## config.mk

```make
export PLATFORM = sky130hd
export DESIGN_NAME = lsu
export DESIGN_NICKNAME = d
export VERILOG_FILES = /design/src/rtl/lsu.sv
export SDC_FILE = /design/constraint.sdc
export NUM_CORES = 1
export LEC_CHECK = 0
export BUFFER_PORTS_ARGS = -buffer_cell sky130_fd_sc_hd__buf_2
export CELL_PAD_IN_SITES_DETAIL_PLACEMENT = 1
export CELL_PAD_IN_SITES_GLOBAL_PLACEMENT = 2
export CORE_MARGIN = 5
export CORE_UTILIZATION = 29
export DETAILED_ROUTE_END_ITERATION = 16
export PLACE_DENSITY_LB_ADDON = 0.1
export SETUP_SLACK_MARGIN = 0.4
export SLEW_MARGIN = 5
export SYNTH_ARGS = -nofsm -noshare
export SYNTH_HDL_FRONTEND = slang
export SYNTH_SLANG_ARGS = --single-unit
```

## constraint.sdc

```tcl
create_clock -name clk -period 3.4 [get_ports clk]
set_input_delay 0.68 -clock clk [delete_from_list [all_inputs] [get_ports clk]]
set_output_delay 0.68 -clock clk [all_outputs]
set_load 0.02 [all_outputs]
```

## src/rtl/lsu.sv

```systemverilog
// ----------------------------------------------------------------------------
// lsu -- load/store unit for the RV32E core (data-memory initiator).
//
// Accepts one decoded load/store from EXU, checks funct3 legality and
// alignment, then issues a word-aligned request with a byte write mask over
// a valid/ready request channel and waits for the memory response. It returns
// sign/zero-extended load data, a store completion, or an error to WBU. At most
// one transaction is in flight.
//
// Ports:
//   clk, rst_n          core clock, synchronous active-low reset
//   in_valid/in_ready   EXU handshake (ready only in IDLE)
//   in_is_store         1 = store, 0 = load
//   in_funct3           RISC-V funct3 of the memory op
//   in_addr             effective byte address
//   in_wdata            right-aligned store data (rs2)
//   mem_req_valid/ready request handshake to memory
//   mem_wen             1 = write request
//   mem_addr            word-aligned address
//   mem_wdata           store data shifted into its byte lanes
//   mem_wmask           byte-lane write mask (bits [7:4] always 0)
//   mem_rsp_valid       one response per accepted request
//   mem_rdata           full aligned word for loads
//   out_valid/out_ready result handshake to WBU
//   out_rdata           extended load data (0 for stores and errors)
//   out_err             misaligned or illegal funct3; no memory access made
// ----------------------------------------------------------------------------
module lsu (
  input  logic        clk,
  input  logic        rst_n,
  input  logic        in_valid,
  output logic        in_ready,
  input  logic        in_is_store,
  input  logic [2:0]  in_funct3,
  input  logic [31:0] in_addr,
  input  logic [31:0] in_wdata,
  output logic        mem_req_valid,
  input  logic        mem_req_ready,
  output logic        mem_wen,
  output logic [31:0] mem_addr,
  output logic [31:0] mem_wdata,
  output logic [7:0]  mem_wmask,
  input  logic        mem_rsp_valid,
  input  logic [31:0] mem_rdata,
  output logic        out_valid,
  input  logic        out_ready,
  output logic [31:0] out_rdata,
  output logic        out_err
);

  typedef enum logic [1:0] {
    IDLE = 2'd0,
    REQ  = 2'd1,
    WAIT = 2'd2,
    DONE = 2'd3
  } state_t;

  state_t      state_q, state_d;
  logic        is_store_q;
  logic [2:0]  funct3_q;
  logic [1:0]  off_q;

  logic        accept;
  logic        legal;
  logic        misaligned;
  logic        req_ok;
  logic [7:0]  wmask_d;
  logic [31:0] wdata_d;
  logic [31:0] shifted;
  logic [31:0] load_data;

  // Handshake outputs are pure state decodes, so nothing from mem_* inputs
  // reaches mem_* outputs combinationally.
  assign in_ready      = (state_q == IDLE);
  assign mem_req_valid = (state_q == REQ);
  assign out_valid     = (state_q == DONE);

  assign accept = in_ready && in_valid;

  // Decode of the incoming op (only meaningful while accepting).
  // NOTE: every signal driven in always_comb gets a default first so no
  // path through the case statements can leave it unassigned (latch).
  always_comb begin
    legal = 1'b0;
    if (in_is_store) begin
      legal = ~in_funct3[2] && (in_funct3[1:0] != 2'b11);
    end else begin
      unique case (in_funct3)
        3'b000, 3'b001, 3'b010, 3'b100, 3'b101: legal = 1'b1;
        default:                                legal = 1'b0;
      endcase
    end
  end

  always_comb begin
    misaligned = 1'b0;
    unique case (in_funct3[1:0])
      2'b01:   misaligned = in_addr[0];
      2'b10:   misaligned = |in_addr[1:0];
      default: misaligned = 1'b0;
    endcase
  end

  assign req_ok = legal && !misaligned;

  always_comb begin
    wmask_d = 8'h00;
    unique case (in_funct3[1:0])
      2'b00:   wmask_d = 8'h01 << in_addr[1:0];
      2'b01:   wmask_d = 8'h03 << in_addr[1:0];
      default: wmask_d = 8'h0F;
    endcase
  end

  assign wdata_d = in_wdata << {in_addr[1:0], 3'b000};

  // Load extraction from the latched offset/funct3; the response word is
  // consumed only in the WAIT->DONE transition.
  assign shifted = mem_rdata >> {off_q, 3'b000};

  always_comb begin
    load_data = shifted;
    unique case (funct3_q)
      3'b000:  load_data = {{24{shifted[7]}}, shifted[7:0]};
      3'b001:  load_data = {{16{shifted[15]}}, shifted[15:0]};
      3'b100:  load_data = {24'h0, shifted[7:0]};
      3'b101:  load_data = {16'h0, shifted[15:0]};
      default: load_data = shifted;
    endcase
  end

  always_comb begin
    state_d = state_q;
    unique case (state_q)
      IDLE: if (in_valid)      state_d = req_ok ? REQ : DONE;
      REQ:  if (mem_req_ready) state_d = WAIT;
      WAIT: if (mem_rsp_valid) state_d = DONE;
      DONE: if (out_ready)     state_d = IDLE;
      default:                 state_d = IDLE;
    endcase
  end

  // NOTE: sequential state uses non-blocking assignments so every register
  // samples pre-edge values regardless of block evaluation order.
  always_ff @(posedge clk) begin
    if (!rst_n) begin
      state_q    <= IDLE;
      is_store_q <= 1'b0;
      funct3_q   <= 3'b000;
      off_q      <= 2'b00;
      mem_wen    <= 1'b0;
      mem_addr   <= 32'h0;
      mem_wdata  <= 32'h0;
      mem_wmask  <= 8'h00;
      out_rdata  <= 32'h0;
      out_err    <= 1'b0;
    end else begin
      state_q <= state_d;
      if (accept) begin
        is_store_q <= in_is_store;
        funct3_q   <= in_funct3;
        off_q      <= in_addr[1:0];
        out_rdata  <= 32'h0;
        out_err    <= !req_ok;
        // The request payload is formed once at accept so it stays stable
        // for the whole REQ stall.
        if (req_ok) begin
          mem_wen   <= in_is_store;
          mem_addr  <= {in_addr[31:2], 2'b00};
          mem_wdata <= in_is_store ? wdata_d : 32'h0;
          mem_wmask <= in_is_store ? wmask_d : 8'h00;
        end
      end
      if ((state_q == WAIT) && mem_rsp_valid) begin
        out_rdata <= is_store_q ? 32'h0 : load_data;
      end
    end
  end

endmodule
```

# == Word level (Yosys, flattened, before mapping) ==
# Cells that the tools add are included.
# totals
out_inout_bits,109
in_bits,106
register_bits,112
word_cells,63
# classes
reduce_logical,15
mux,16
n_eq_ne,17
bitwise_logic,1
shift,4
# ops
op,count
32-bit 2-to-1 mux,4
32-bit case mux with 4 select lines,1
32-bit by 5-bit left shift with 32-bit output,1
32-bit by 5-bit right shift with 32-bit output,1
8-bit case mux with 2 select lines,1
"3-bit equality test, second input constant",4
2-bit 2-to-1 mux,5
8-bit 2-to-1 mux,1
2-bit case mux with 4 select lines,1
"1-bit by 2-bit left shift with 8-bit output, first input constant",1
"2-bit by 2-bit left shift with 8-bit output, first input constant",1
"2-bit equality test, second input constant",3
"3-bit by 1-bit equality test with 1-bit output, second input constant",2
3-bit zero test,2
"2-bit inequality test, second input constant",3
5-bit OR reduction,1
"2-bit by 1-bit equality test with 1-bit output, second input constant",2
1-bit logical AND,4
2-bit zero test,2
"2-bit by 1-bit inequality test with 1-bit output, second input constant",2
4-bit AND reduction,1
"3-bit by 2-bit equality test with 1-bit output, second input constant",1
1-bit zero test,2
1-bit 2-to-1 mux,2
other kinds (5),5

# == Depth between registers and ports, before layout ==
# Gate-level depths: netlist (run 1).
# logic_depth
depth_word,8
ltp_mapped,9

# == Worst setup path before layout (run 1) ==
# Ideal clock, no wire load.
# synth_path
path_type,input to register
from,input in_funct3[0]
to,register mem_wdata[16]
n_path_buf,2
setup_time_ns,0.117
stages,8
arrival_time_ns,2.141
setup_slack_ns,1.143
path_cell_list,inv_1 > ha_1 > nand3_1 > nand4_2 > o31a_1 > buf_2 > buf_6 > a22o_1
# synth_between
elab_chain_cells,6
word_cells_on_any_way,16
# synth_lines
item,line_no,rtl
start: declaration,34,"input logic [2:0] in_funct3,"
"3-bit by 1-bit equality test with 1-bit output, or another cell as far along",88,unique case (in_funct3)
5-bit OR reduction,88,
1-bit 2-to-1 mux,88,
1-bit 2-to-1 mux,85,if (in_is_store) begin
1-bit logical AND (*),104,assign req_ok = legal && !misaligned;
2-bit AND reduction (no line) (*),-,
end signal: assignment,170,mem_wdata <= in_is_store ? wdata_d : 32'h0;
end: declaration,41,"output logic [31:0] mem_wdata,"
# Every way passes the cells marked *; elsewhere a longest branch is shown, timed or not.
# A chain may end at the register's enable or synchronous reset.

# == Worst setup path after layout (run 1) ==
# layout_path
from,register state_q[0]
to,register out_rdata[30]
# layout_between
elab_chain_cells,3
word_cells_on_any_way,6
# layout_lines
item,line_no,rtl
start: declaration,58,"state_t state_q, state_d;"
start signal: assignment,158,state_q <= state_d;
2-bit equality test / 2-bit zero test (equally long branches),"174, 74",
"1-bit logical AND, on equally long branches","174, 78",
32-bit 2-to-1 mux / 2-bit nonzero test (equally long branches),-,
end signal: assignment,175,out_rdata <= is_store_q ? 32'h0 : load_data;
end: declaration,47,"output logic [31:0] out_rdata,"
# Several ways; a longest one is shown, not always the timed one.

==> summary by stage, run 1 <==
Die
The core area is 0.0173 sq mm. The number of core rows is 48. The die covers 0.0203 sq mm.

The floorplan step set the die height to 143 um. Measured along the x axis, the die boundary spans 143 um. The count of pins on the block boundary is 215. The initial utilization of the core area, before any placement, comes to 29.5%.

GRT
The number of antenna violations at the first check in global routing is 1. The via count of the first global-routing pass is 4827. In the global route stage, overall resource usage came out at 16.2%. The first global-routing pass estimated 26400 um of wire. Entering global routing, the biggest net connects 64 pins. The total overflow left after global routing is 0.

Synth
Of the total synthesized cell area, the portion taken by full adders, half adders and majority gates is 2.45%. In the synthesized netlist the dominant register cell turns out to be sky130_fd_sc_hd__dfxtp_1. The sequential cell area fraction in the yosys report is 42.8%. The number of standard cells after synthesis is 518. The share of synthesized area in the top cell type comes to 42.8%.

Synthesis inferred 109 register bits. After synthesis, the mean cell area works out to 9.84 sq um. The most common cell in the synthesized netlist is sky130_fd_sc_hd__dfxtp_1. sky130_fd_sc_hd__dfxtp_1 takes more of the synthesized area than any other cell. The synthesis warning total is 0.

The xor and xnor area share after synthesis is 0%. The area of the mapped netlist is 0.00510 sq mm. The fraction of the mapped netlist area in compound gates is 18.9%. The simple logic cell fraction of the synthesized area is 13.0%. Of all flip-flops after synthesis, the portion carrying an async set or reset was 0%. In the synthesized netlist, mux cells make up 17.9% of the area. After synthesis, the largest family of logic cells by area is compound AO/OA/AOI/OAI gates. The number of distinct library cells after synthesis is 51. The number of enable flip-flop cells after synthesis is 0. By area the synthesized netlist is led by sky130_fd_sc_hd__dfxtp_1 43%, sky130_fd_sc_hd__mux2i_1 11%, sky130_fd_sc_hd__nand2_1 6.7%. By count the netlist is led by 109 x sky130_fd_sc_hd__dfxtp_1, 91 x sky130_fd_sc_hd__nand2_1, 55 x sky130_fd_sc_hd__mux2i_1.

Finish
Once layout is complete, the utilization of the core stands at 38.2%. 0 antenna diodes ended up in the layout. From synthesis to final layout, the design area changed by 29.7%. The combined flip-flop and latch cell area is 0.00218 sq mm. The layout cell share with drive strength beyond 1 is 37.9%. The final-layout fill cell count is 2035. The multi-input combinational cells in the finished layout cover a total of 0.00268 sq mm. The number of nets in the final layout is 824.

Power and ir drop
Net switching is 33.4% of the power. The design draws 3.60 mW. The switching power summed over all nets is 1.20 mW. The proportion of power drawn by combinational gates is 28.4%.

For this design the static power due to leakage is 3.01 nW. The power per cell area is 544 mW/mm^2. The clock network fraction of design power is 30.9%. VDD sags by at most 0.260 mV. The sequential power share is 40.7%.

Cell internal power was estimated by the tool at 2.40 mW.

Timing
The clock period minus worst slack is 2.45 ns. The sum of negative setup slack is 0 ns. The setup skew after layout is 0.00427 ns. The final cycle utilization of the critical path is 72.2%. Setup repair after global routing left no endpoint under its margin.

The count of pins over their slew limit is 0. The fmax is 407 MHz. The final-report hold violation count is 0.

The worst slew margin relative to its limit is 44.3%. Setup violations remaining at the end of the flow were counted as 0. For the pin with the worst max-slew slack, the measured transition is 0.828 ns.

Clock tree
The clock tree synthesis step divided the H-tree into 3 levels. The number of clock sinks is 109. Buffers added to address setup during post-CTS repair amount to 0. The clock passes through at most 2 buffers. The clock buffer count from CTS is 9. The clock latency reported for the late side of the worst-skew pair is 0.35 ns. Clock tree synthesis selected as its root buffer the cell sky130_fd_sc_hd__clkbuf_16. The count of cells resized by post-cts repair is 0. The clock transition at the registers of the reported paths is 0.07 ns. The clock tree from TritonCTS is done. The number of hold buffers added after CTS is 0.

Setup path
The category of the worst setup path capture point is a flip-flop. The startpoint class of the critical path is a flip-flop. For the worst setup path, the data required time is 3.69 ns.

The critical path is of the flip-flop to flip-flop type. The highest fanout seen on the critical path is 10. The number of cells on the worst reg-to-reg path is 6. For the worst setup path, the data arrival time is 2.75 ns. The flop-to-flop setup slack is 0.95 ns.

Status
The flow ran to the end, and the final reports show no timing, DRC or antenna violations.

Detailed routing
Summing over every cut layer, the via total after detailed routing is 4606. The number of nets with antenna violations after routing is 0. The detailed-router iteration count before antenna repair is 4. Wires add up to 16700 um. The average wire per standard cell is 17.8 um. The average via count per standard cell is 4.91. The first routing iteration left 188 violations. The number of design rule violations left after detail routing is 0.

Hold path
The cell depth of the worst hold path is 2. The path type of the worst min-delay path is flip-flop to flip-flop.

Flow run
Max-cap violations in this run came to 0.

Placement
Detailed placement finished with a half-perimeter wire length of 12600 um. The placer's final routability congestion estimate is 0.778. The quantity of I/O buffers inserted on ports is 209.
-- per-layer routing --
| metal | share of wire, % | global-route usage [%] | vias up |
|---|---|---|---|
| met1 | 46 | 21.9 | 2209 |
| met2 | 45 | 25.0 | 139 |
| met4 | 1.5 | 5.40 | 2 |
| met3 | 7.4 | 4.37 | 14 |
| li1 | - | - | 2242 |
| met5 | 0.042 | 0 | - |
-- area by class of cell --
class,count,share of cell area (%)
multi-input cells,361,40.6
repair buffers,219,17.0
inverters,8,0.454
clock buffers,12,3.88
clock inverters,4,0.833
flip-flops and latches,109,33.0
well taps,225,4.26
-- flip-flops by register name (all words and copies together), names as in the netlist --
signal      flops
mem_wmask       5
off_q           2
out_err         1
mem_addr       30
state_q         2
mem_wdata      32
is_store_q      1
out_rdata      32
funct3_q        3
mem_wen         1
-- power by group through the flow --
stage          registers (mW)  clock network (mW)  logic (mW)
3_5_place_dp             1.49                   0        1.03
5_1_grt                  1.48                1.21        1.12
2_1_floorplan            1.58                   0       0.600
4_1_cts                  1.46                1.16        1.04
6_report                 1.46                1.11        1.02
3_3_place_gp             1.49                   0        1.01
-- cell families (layout without fill, tap and decap cells) --
group                      Yosys count  in the layout
and+or+nand+nor                    137            137
AOI/OAI and AO/OA                  130            130
DFF                                109            109
muxes                               79             79
buffers and inverters               52            243
adders and majority gates           10             10
other                                1              5
-- placed cells by master (no fill, tap or decap), types with 13 or more instances in the layout --
cell type,Yosys,routed
sky130_fd_sc_hd__a21oi_1,13,13
sky130_fd_sc_hd__a22o_1,36,36
sky130_fd_sc_hd__a22oi_1,16,16
sky130_fd_sc_hd__buf_2,16,209
sky130_fd_sc_hd__dfxtp_1,109,109
sky130_fd_sc_hd__mux2_2,16,16
sky130_fd_sc_hd__mux2i_1,55,55
sky130_fd_sc_hd__nand2_1,91,91
sky130_fd_sc_hd__nor2_1,15,15
sky130_fd_sc_hd__o21ai_0,34,34
-- critical path, cell delays in order, from the launching register on --
cell and delay (ns):
sky130_fd_sc_hd__dfxtp_1 0.35, sky130_fd_sc_hd__inv_1 0.11, sky130_fd_sc_hd__ha_1 0.28, sky130_fd_sc_hd__and3b_1 0.49
sky130_fd_sc_hd__and3b_1 0.45, sky130_fd_sc_hd__nor3b_4 0.48, sky130_fd_sc_hd__a221o_1 0.23
-- through the flow --
stage | std cells | area, sq um | worst slack (ns) | hold WS, ns
floorplan | 522 | 5110 | 1.14 | 0.441
global placement | 922 | 6300 | 0.830 | 0.440
detailed placement | 922 | 6300 | 0.706 | 0.448
CTS | 938 | 6610 | 0.930 | 0.465
global route | 938 | 6610 | 0.766 | 0.485
finish | 938 | 6610 | 0.945 | 0.459
-- worst paths after layout --
check / end / startpoint
worst max-delay path: out_rdata[30] / state_q[0]
worst max register to register: out_rdata[30] / state_q[0]
worst min-delay path: mem_addr[23] / mem_addr[23]
worst min register to register: mem_addr[23] / mem_addr[23]
(Power assumes the default switching activity.)
==> run 2, diff against run 1 <==
- ABC_AREA: not set -> 1
- CORE_UTILIZATION: 29 -> 25
- clock period: 3.4 -> 2.3 ns (I/O delays scaled with it)
==> run 2 against run 1 <==
Net effect: register-to-register slack worse by 0.36 ns; maximum frequency up 43%; cell area rose by 8.1%; clock power rose by 55%; utilization shrank 5.4 points; flip-flop and latch count stayed put; sequential power is 55% higher; count of clock-buffer cells in the layout is 1 lower; critical path type unchanged.
==> summary by stage, run 2 <==
Finish
The area of combinational cells with multiple inputs was 0.00275 sq mm (was 0.00268 sq mm). The combined flip-flop and latch cell area was 0.00218 sq mm (unchanged). The count of antenna diodes in the layout is 0 (unchanged). The number of nets in the final layout was 1136 (was 824).

Most frequent cells in the layout: 258 x sky130_fd_sc_hd__nand2_1, 209 x sky130_fd_sc_hd__buf_2, 109 x sky130_fd_sc_hd__dfxtp_1 (was 209 x sky130_fd_sc_hd__buf_2, 109 x sky130_fd_sc_hd__dfxtp_1, 91 x sky130_fd_sc_hd__nand2_1). The final-layout fill cell count was 2863 (was 2035). The most common library cell in the layout ignoring fill and taps is sky130_fd_sc_hd__nand2_1 (was sky130_fd_sc_hd__buf_2). The layout cell share with drive strength beyond 1 was 26.3% (was 37.9%). The area overhead of the layout relative to synthesis is 29.5% (was 29.7%). Regs by FF count: mem_wdata (32), out_rdata (32), mem_addr (30) (unchanged).

Detailed routing
The violation count after the first detailed-routing iteration is 251 (was 188). The number of design rule violations left after detail routing is 0 (unchanged). The total number of vias is 5814 (was 4606). The average wire per standard cell is 16.1 um (was 17.8 um).

The number of nets with antenna violations after routing is 0 (unchanged). The wire length after detailed routing is 20900 um (was 16700 um). The average via count per standard cell was 4.46 (was 4.91). The detailed-router iteration count before antenna repair is 4 (unchanged).

Synth
The number of enable flip-flop cells after synthesis is 0 (unchanged). The synthesized flop and latch total is 109 (unchanged). The average footprint of a synthesized cell is 6.67 sq um (was 9.84 sq um).

The sequential cell area fraction in the yosys report came to 39.5% (was 42.8%). The cell type with the largest total area after synthesis is sky130_fd_sc_hd__dfxtp_1 (unchanged). The top flip-flop cell by instance count after synthesis is sky130_fd_sc_hd__dfxtp_1 (unchanged). Synth top cells by count: 258 x sky130_fd_sc_hd__nand2_1, 109 x sky130_fd_sc_hd__dfxtp_1, 84 x sky130_fd_sc_hd__a21oi_1 (was 109 x sky130_fd_sc_hd__dfxtp_1, 91 x sky130_fd_sc_hd__nand2_1, 55 x sky130_fd_sc_hd__mux2i_1). The number of distinct library cells after synthesis is 32 (was 51). Biggest area contributors in the synthesized netlist: sky130_fd_sc_hd__dfxtp_1 40%, sky130_fd_sc_hd__nand2_1 18%, sky130_fd_sc_hd__a21oi_1 7.6% (was sky130_fd_sc_hd__dfxtp_1 43%, sky130_fd_sc_hd__mux2i_1 11%, sky130_fd_sc_hd__nand2_1 6.7%). The fraction of synthesized cell area taken by the top area cell type is 39.5% (was 42.8%). The synthesis warning total is 0 (unchanged). The most repeated cell in the gate-level netlist after synthesis is sky130_fd_sc_hd__nand2_1 (was sky130_fd_sc_hd__dfxtp_1).

The async set or reset register ratio after synthesis is 0% (unchanged). The area of the mapped netlist is 0.00552 sq mm (was 0.00510 sq mm). The number of standard cells after synthesis is 828 (was 518).

GRT
The overall fraction of global-route tracks in use is 16.2% (about the same). The maximum number of pins on one net before global-route repair came to 81 (was 64). The number of antenna violations at the first check in global routing is 1 (unchanged). The wire length of the first global-routing pass is 32100 um (was 26400 um). The via count of the first global-routing pass is 5952 (was 4827).

The total overflow reported by the global router came to 0 (unchanged).

Power and ir drop
The peak supply drop is 0.332 mV (was 0.260 mV). The sequential power share is 34.7% (was 40.7%). The proportion of power drawn by combinational gates is 38.8% (was 28.4%). The leakage dissipation is 3.74 nW (was 3.01 nW). The internal power consumption is 3.92 mW (was 2.40 mW). The clock network fraction of design power was 26.4% (was 30.9%). The switching power as a share of total power is 39.7% (was 33.4%).

The switching power summed over all nets came to 2.58 mW (was 1.20 mW). The power per cell area is 910 mW/mm^2 (was 544 mW/mm^2).

Timing
Setup repair after global routing missed its margin: false (unchanged). The worst slew margin relative to its limit is 64.9% (was 44.3%). The clock period minus worst slack is 1.72 ns (was 2.45 ns). The fmax is 582 MHz (was 407 MHz). The sum of negative setup slack is 0 ns (unchanged).

The final-report hold violation count is 0 (unchanged). The smallest hold slack is 0.326 ns (was 0.459 ns). The number of setup violations in the final report came to 0 (unchanged).

The count of pins over their slew limit came to 0 (unchanged). The final cycle utilization of the critical path was 74.8% (was 72.2%). The setup skew after layout is 0.00786 ns (was 0.00427 ns). The pin slew with the least headroom to its limit is 0.527 ns (was 0.828 ns).

Setup path
The reg-to-reg critical path startpoint is state_q[0] (unchanged). The required time reported for the critical path endpoint came to 2.59 ns (was 3.69 ns). The arrival time reported for the critical path endpoint was 2.01 ns (was 2.75 ns). The startpoint of the most critical setup path is state_q[0] (unchanged).

The type of the setup path with the least slack is flip-flop to flip-flop (unchanged). The capturing element of the worst setup path was mem_wdata[3] (was out_rdata[30]). The startpoint class of the critical path is a flip-flop (unchanged). The worst-case reg-to-reg path depth is 8 (was 6). The endpoint of the lowest-slack register-to-register path is mem_wdata[3] (was out_rdata[30]). The category of the worst setup path capture point is a flip-flop (unchanged). The highest fanout seen on the critical path was 10 (unchanged).

The flop-to-flop setup slack is 0.58 ns (was 0.95 ns).

Clock tree
The number of H-tree levels was 3 (unchanged). The clock tree from TritonCTS is done (unchanged). The clock latency reported for the late side of the worst-skew pair is 0.36 ns (was 0.35 ns).

The clock transition at the registers of the reported paths came to 0.07 ns (about the same). The clock buffer count from CTS is 9 (unchanged). The number of clock sinks came to 109 (unchanged).

The buffer type at the clock tree root is sky130_fd_sc_hd__clkbuf_16 (unchanged). The number of buffers on the longest clock path came to 2 (unchanged).

Die
The die outline width is 159 um (was 143 um). The starting utilization of the core area is 25.4% (was 29.5%). The core area was 0.0218 sq mm (was 0.0173 sq mm). The die height is 159 um (was 143 um). The die footprint was 0.0252 sq mm (was 0.0203 sq mm). The count of pins on the block boundary was 215 (unchanged). The number of core rows came to 54 (was 48).

Hold path
The path type of the worst min-delay path is primary input to flip-flop (was flip-flop to flip-flop).

Status
Outcome: finished clean (unchanged).

Flow run
The number of max-capacitance violations reported was 0 (unchanged).

Placement
The placer's final routability congestion estimate came to 0.801 (was 0.778). The quantity of I/O buffers inserted on ports was 209 (unchanged). The half-perimeter wire length after detailed placement is 15700 um (was 12600 um).
[run 2: cell count changes in the layout (fill, tap and decap cells not counted), sizes merged, moves of 11 or more]
cell	previous run	this run
nand2	91	261
a21oi	14	84
inv	8	77
nor2	15	81
nand3	2	58
mux2i	55	1
a22o	36	0
o21ai	34	67
mux2	16	0
a22oi	16	2
buf	219	230
[run 2: worst min path at each step]
stage,cells after the start,slack [ns],to,startpoint
final,3,0.33,mem_addr[19],in_addr[19]
after global routing,3,0.32,mem_addr[9],in_addr[9]
after CTS,3,0.31,mem_addr[14],in_addr[14]
after detailed placement,2,0.46,out_rdata[27],out_rdata[27]
after global placement,2,0.45,out_rdata[27],out_rdata[27]
after floorplan,2,0.47,funct3_q[0],funct3_q[0]
[run 2: routing by layer]
layer | global-route usage [%] | vias up | wire [um] | share of wire, %
li1 | - | 3008 | - | -
met1 | 19.8 | 2666 | 9080 | 43
met2 | 28.0 | 125 | 10100 | 48
met3 | 5.41 | 13 | 1510 | 7.2
met4 | 2.97 | 2 | 180 | 0.86
met5 | 0 | - | 20 | 0.096
[run 2: cell type report]
type | count | share of cell area (%)
Timing Repair Buffer | 231 | 17.5
Multi-Input combinational cell | 591 | 38.5
Tap cell | 280 | 4.90
Sequential cell | 109 | 30.5
Clock inverter | 4 | 1.02
Inverter | 78 | 4.22
Clock buffer | 11 | 3.40
[run 2: stage by stage]
| stage | cells | power (mW) | setup slack [ns] | instance area (sq um) | util [%] |
|---|---|---|---|---|---|
| after CTS | 1302 | 6.62 | 0.401 | 7100 | 32.6 |
| after global placement | 1287 | 4.83 | 0.280 | 6780 | 31.2 |
| after detailed placement | 1287 | 4.85 | 0.271 | 6780 | 31.2 |
| final | 1304 | 6.51 | 0.581 | 7150 | 32.9 |
| after floorplan | 832 | 4.07 | 0.620 | 5540 | - |
| after global routing | 1304 | 7.04 | 0.415 | 7150 | 32.9 |
[run 2: cell families (layout without fill, tap and decap cells)]
logic type,count (synthesis),after routing,share of synthesized area [%]
other,1,5,0.0679
flip-flops,109,109,39.5
multiplexers,1,1,0.181
adder cells (fa/ha/maj),10,10,2.27
AND/OR/NAND/NOR,404,404,30.5
buffers and inverters,132,324,11.1
AO/OA/AOI/OAI,171,171,16.4
[run 2: what timing repair did]
action / in CTS / in global routing
gates resized for setup: 0 / 5
setup buffers: 0 / 1
hold endpoints to repair: 0 / 0
hold buffers: 0 / 0
endpoints found under the setup margin: 0 / 76
[run 2: critical path: stages (launching register included)]
cell and delay [ns]:
sky130_fd_sc_hd__dfxtp_1 0.34, sky130_fd_sc_hd__inv_1 0.11, sky130_fd_sc_hd__ha_2 0.23, sky130_fd_sc_hd__nand2_4 0.11, sky130_fd_sc_hd__inv_4 0.13, sky130_fd_sc_hd__nand4_4 0.20
sky130_fd_sc_hd__nor2_4 0.23, sky130_fd_sc_hd__inv_2 0.14, sky130_fd_sc_hd__o21ai_1 0.15
[run 2: power groups by stage]
stage / sequential (mW) / combinational [mW] / clock, mW
3_5_place_dp: 2.31 / 2.54 / 0
2_1_floorplan: 2.53 / 1.54 / 0
6_report: 2.26 / 2.53 / 1.72
4_1_cts: 2.27 / 2.55 / 1.81
5_1_grt: 2.30 / 2.88 / 1.86
3_3_place_gp: 2.31 / 2.53 / 0
==> run 3, diff against run 2 <==
- ABC_AREA: 1 -> 0
- clock period: 2.3 -> 1.5 ns (I/O delays scaled with it)
==> run 3 against run 2 <==
Net effect: routed wire length is 1.7% lower; sequential share of layout area is 5.9 points lower; total power is 64% higher; worst hold slack worse by 0.15 ns; flip-flop and latch count stayed put; non-clock buffer count is 115 higher; clock power is 45% higher; combinational power is 87% higher; critical path type is now primary input to flip-flop; count of clock-buffer cells in the layout stayed put; the flow now finishes with violations (negative setup slack); critical path depth is 3 higher; highest routed layer is now met4; via count is 10% lower; sequential power is 51% higher.
==> summary by stage, run 3 (synthesis results as in run 1) <==
Status
Outcome: finished, violations left (was finished clean). The checks that failed: negative setup slack.

Placement
The quantity of I/O buffers inserted on ports came to 209 (unchanged). The number of placed instances with taps included is 1019 (was 1287). The half-perimeter wire length after detailed placement is 14100 um (was 15700 um). The placer's final routability congestion estimate came to 0.734 (was 0.801).

GRT
The via count of the first global-routing pass was 5797 (was 5952). The maximum number of pins on one net before global-route repair is 61 (was 81). The number of antenna violations at the first check in global routing was 0 (was 1).

The total overflow reported by the global router was 0 (unchanged). The wire length of the first global-routing pass was 31900 um (was 32100 um). The overall fraction of global-route tracks in use is 17.1% (was 16.2%).

Power and ir drop
The power per cell area is 1130 mW/mm^2 (was 910 mW/mm^2). The internal power consumption is 7.11 mW (was 3.92 mW). The leakage dissipation came to 4.03 nW (was 3.74 nW). The clock network fraction of design power was 23.5% (was 26.4%). The peak supply drop is 0.526 mV (was 0.332 mV). The sequential power share was 32.1% (was 34.7%). The proportion of power drawn by combinational gates was 44.4% (was 38.8%). The switching power as a share of total power came to 33.2% (was 39.7%). The switching power summed over all nets is 3.53 mW (was 2.58 mW). The power consumption came to 10.6 mW (was 6.51 mW).

Timing
For the finished layout, the period the worst path requires is 1.84 ns. The sum of negative setup slack is -23.00 ns (was 0 ns). Dividing the final minimum period by the clock period gives 123%. The pin slew with the least headroom to its limit came to 0.813 ns (was 0.527 ns). Derived from the worst setup path, the maximum achievable clock frequency is 544 MHz.

The number of setup violations in the final report was 100 (was 0). The count of pins over their slew limit is 0 (unchanged). The smallest setup slack after layout is -0.339 ns (was 0.581 ns). The final-report hold violation count is 0 (unchanged).

The setup skew after layout is 0.00879 ns (was 0.00786 ns). The worst slew margin relative to its limit is 45.7% (was 64.9%). Setup repair after global routing missed its margin: true (was false).

Detailed routing
The detailed-router iteration count before antenna repair was 6 (was 4). The number of nets with antenna violations after routing was 0 (unchanged). The violation count after the first detailed-routing iteration is 147 (was 251).

The total number of vias is 5221 (was 5814). The wire length after detailed routing is 20600 um (was 20900 um). The average via count per standard cell is 4.70 (was 4.46).

The average wire per standard cell is 18.5 um (was 16.1 um). The number of design rule violations left after detail routing is 0 (unchanged).

Setup path
The arrival time reported for the critical path endpoint was 2.09 ns (was 2.01 ns). The highest fanout seen on the critical path is 10 (unchanged). Cell-by-cell trace of the critical path: buf_8 > clkinvlp_4 > buf_6 > ha_4 > o211ai_2 > nand4_4 > buf_6 > o31a_1 > buf_12 > buf_16 > a22o_1 (was inv_1 > ha_2 > nand2_4 > inv_4 > nand4_4 > nor2_4 > inv_2 > o21ai_1). The category of the worst setup path capture point is a flip-flop (unchanged). The startpoint of the most critical setup path is in_funct3[0] (was state_q[0]). The reg-to-reg critical path startpoint is state_q[0] (unchanged). The library cell appearing most often on the critical path is sky130_fd_sc_hd__buf_6. The critical path's top delay family is buffers and inverters (was simple AND/OR/NAND/NOR gates).

The required time reported for the critical path endpoint is 1.75 ns (was 2.59 ns). The startpoint class of the critical path is a primary input (was flip-flop). The largest incremental delay on the critical path came to 0.32 ns (was 0.34 ns). The critical path depth in cells is 11 (was 8). The worst-case reg-to-reg path depth is 8 (unchanged). The slowest library cell on the worst path is sky130_fd_sc_hd__o31a_1 (was sky130_fd_sc_hd__dfxtp_1). The type of the setup path with the least slack is primary input to flip-flop (was flip-flop to flip-flop). The buffers plus inverters on the worst setup path is 6 (was 3).

Hold path
The start point of the worst hold path is in_addr[10] (was in_addr[19]). The cell depth of the worst hold path was 3 (unchanged). The path type of the worst min-delay path is primary input to flip-flop (unchanged).

Die
The starting utilization of the core area is 25.3% (was 25.4%). The core area is 0.0202 sq mm (was 0.0218 sq mm). The die outline width is 153 um (was 159 um).

The die height was 153 um (was 159 um). The number of core rows is 52 (was 54). The die footprint is 0.0233 sq mm (was 0.0252 sq mm).

The count of pins on the block boundary is 215 (unchanged).

Clock tree
The buffer type at the clock tree root is sky130_fd_sc_hd__clkbuf_16 (unchanged). The number of H-tree levels is 3 (unchanged). The clock latency reported for the late side of the worst-skew pair is 0.36 ns (about the same). The clock tree from TritonCTS is done (unchanged). The number of clock sinks is 109 (unchanged). The clock transition at the registers of the reported paths is 0.07 ns (about the same). The clock buffer count from CTS was 9 (unchanged).

The number of buffers on the longest clock path was 2 (unchanged).

Finish
The non-filler instance count after layout is 1111 (was 1304). The area overhead of the layout relative to synthesis is 84.5% (was 29.5%). The final-layout fill cell count is 2242 (was 2863). The combined flip-flop and latch cell area is 0.00232 sq mm (was 0.00218 sq mm). The count of antenna diodes in the layout is 0 (unchanged). The layout cell share with drive strength beyond 1 is 68.3% (was 26.3%). The number of nets in the final layout came to 952 (was 1136). Most frequent cells in the layout: 129 x sky130_fd_sc_hd__buf_6, 103 x sky130_fd_sc_hd__buf_2, 102 x sky130_fd_sc_hd__dfxtp_2 (was 258 x sky130_fd_sc_hd__nand2_1, 209 x sky130_fd_sc_hd__buf_2, 109 x sky130_fd_sc_hd__dfxtp_1). The most common library cell in the layout ignoring fill and taps is sky130_fd_sc_hd__buf_6 (was sky130_fd_sc_hd__nand2_1). The area of combinational cells with multiple inputs came to 0.00316 sq mm (was 0.00275 sq mm). Regs by FF count: mem_wdata (32), out_rdata (32), mem_addr (30) (unchanged).

Flow run
The number of max-capacitance violations reported is 0 (unchanged).
run 3: cell types whose count changed in the layout (fill, tap and decap cells not counted), sizes merged, moves of 10 or more:
cell / change
nand2: -170
buf: +114
inv: -71
a21oi: -70
nor2: -66
nand3: -56
mux2i: +54
a22o: +36
o21ai: -33
mux2: +16
a22oi: +14
o211ai: -10
run 3: worst paths after layout:
kind	to	slack, ns
worst min-delay path	mem_addr[10]	0.18
worst min register to register	mem_wen	0.46
worst max register to register	out_rdata[28]	-0.30
worst max-delay path	mem_wmask[3]	-0.34
run 3: tightest hold or removal path, stage by stage:
cell,delay (ns)
sky130_fd_sc_hd__buf_2,0.09
sky130_fd_sc_hd__nand2_1,0.04
sky130_fd_sc_hd__mux2i_1,0.05
run 3: layer usage:
metal	share of wire [%]	vias up	track usage (%)	wire [um]
li1	-	2511	-	-
met1	41	2548	20.5	8510
met2	51	143	30.5	10600
met3	6.0	19	3.75	1230
met4	1.3	0	5.01	262
met5	0	-	0	0
run 3: layout make-up:
class | instances | area share, %
Inverter | 8 | 0.386
Multi-Input combinational cell | 362 | 33.6
Timing Repair Buffer | 346 | 34.5
Clock inverter | 5 | 0.638
Tap cell | 270 | 3.59
Clock buffer | 11 | 2.58
Sequential cell | 109 | 24.6
run 3: power groups by stage:
stage | combinational [mW] | clock (mW) | sequential, mW
2_1_floorplan | 1.62 | 0 | 3.62
3_3_place_gp | 2.89 | 0 | 3.37
3_5_place_dp | 2.95 | 0 | 3.38
4_1_cts | 4.28 | 2.59 | 3.41
5_1_grt | 5.03 | 2.70 | 3.44
6_report | 4.72 | 2.50 | 3.41
run 3: stage by stage:
step / util, % / worst slack, ns / hold WS [ns] / area [sq um]
2_1_floorplan: - / -0.295 / 0.425 / 5340
3_3_place_gp: 34.6 / -0.659 / 0.437 / 6990
3_5_place_dp: 34.6 / -0.739 / 0.439 / 6990
4_1_cts: 45.0 / -0.299 / 0.158 / 9080
5_1_grt: 46.6 / -0.400 / 0.168 / 9410
6_report: 46.6 / -0.339 / 0.177 / 9410
run 3: timing repair:
item                                    4_1_cts  5_1_grt
endpoints found under the hold margin         0        0
gates resized for setup                     400       36
hold buffers                                  0        0
gates cloned                                 13        1
buffers inserted                             42       20
endpoints found under the setup margin      213      213
pin swaps                                    32       24
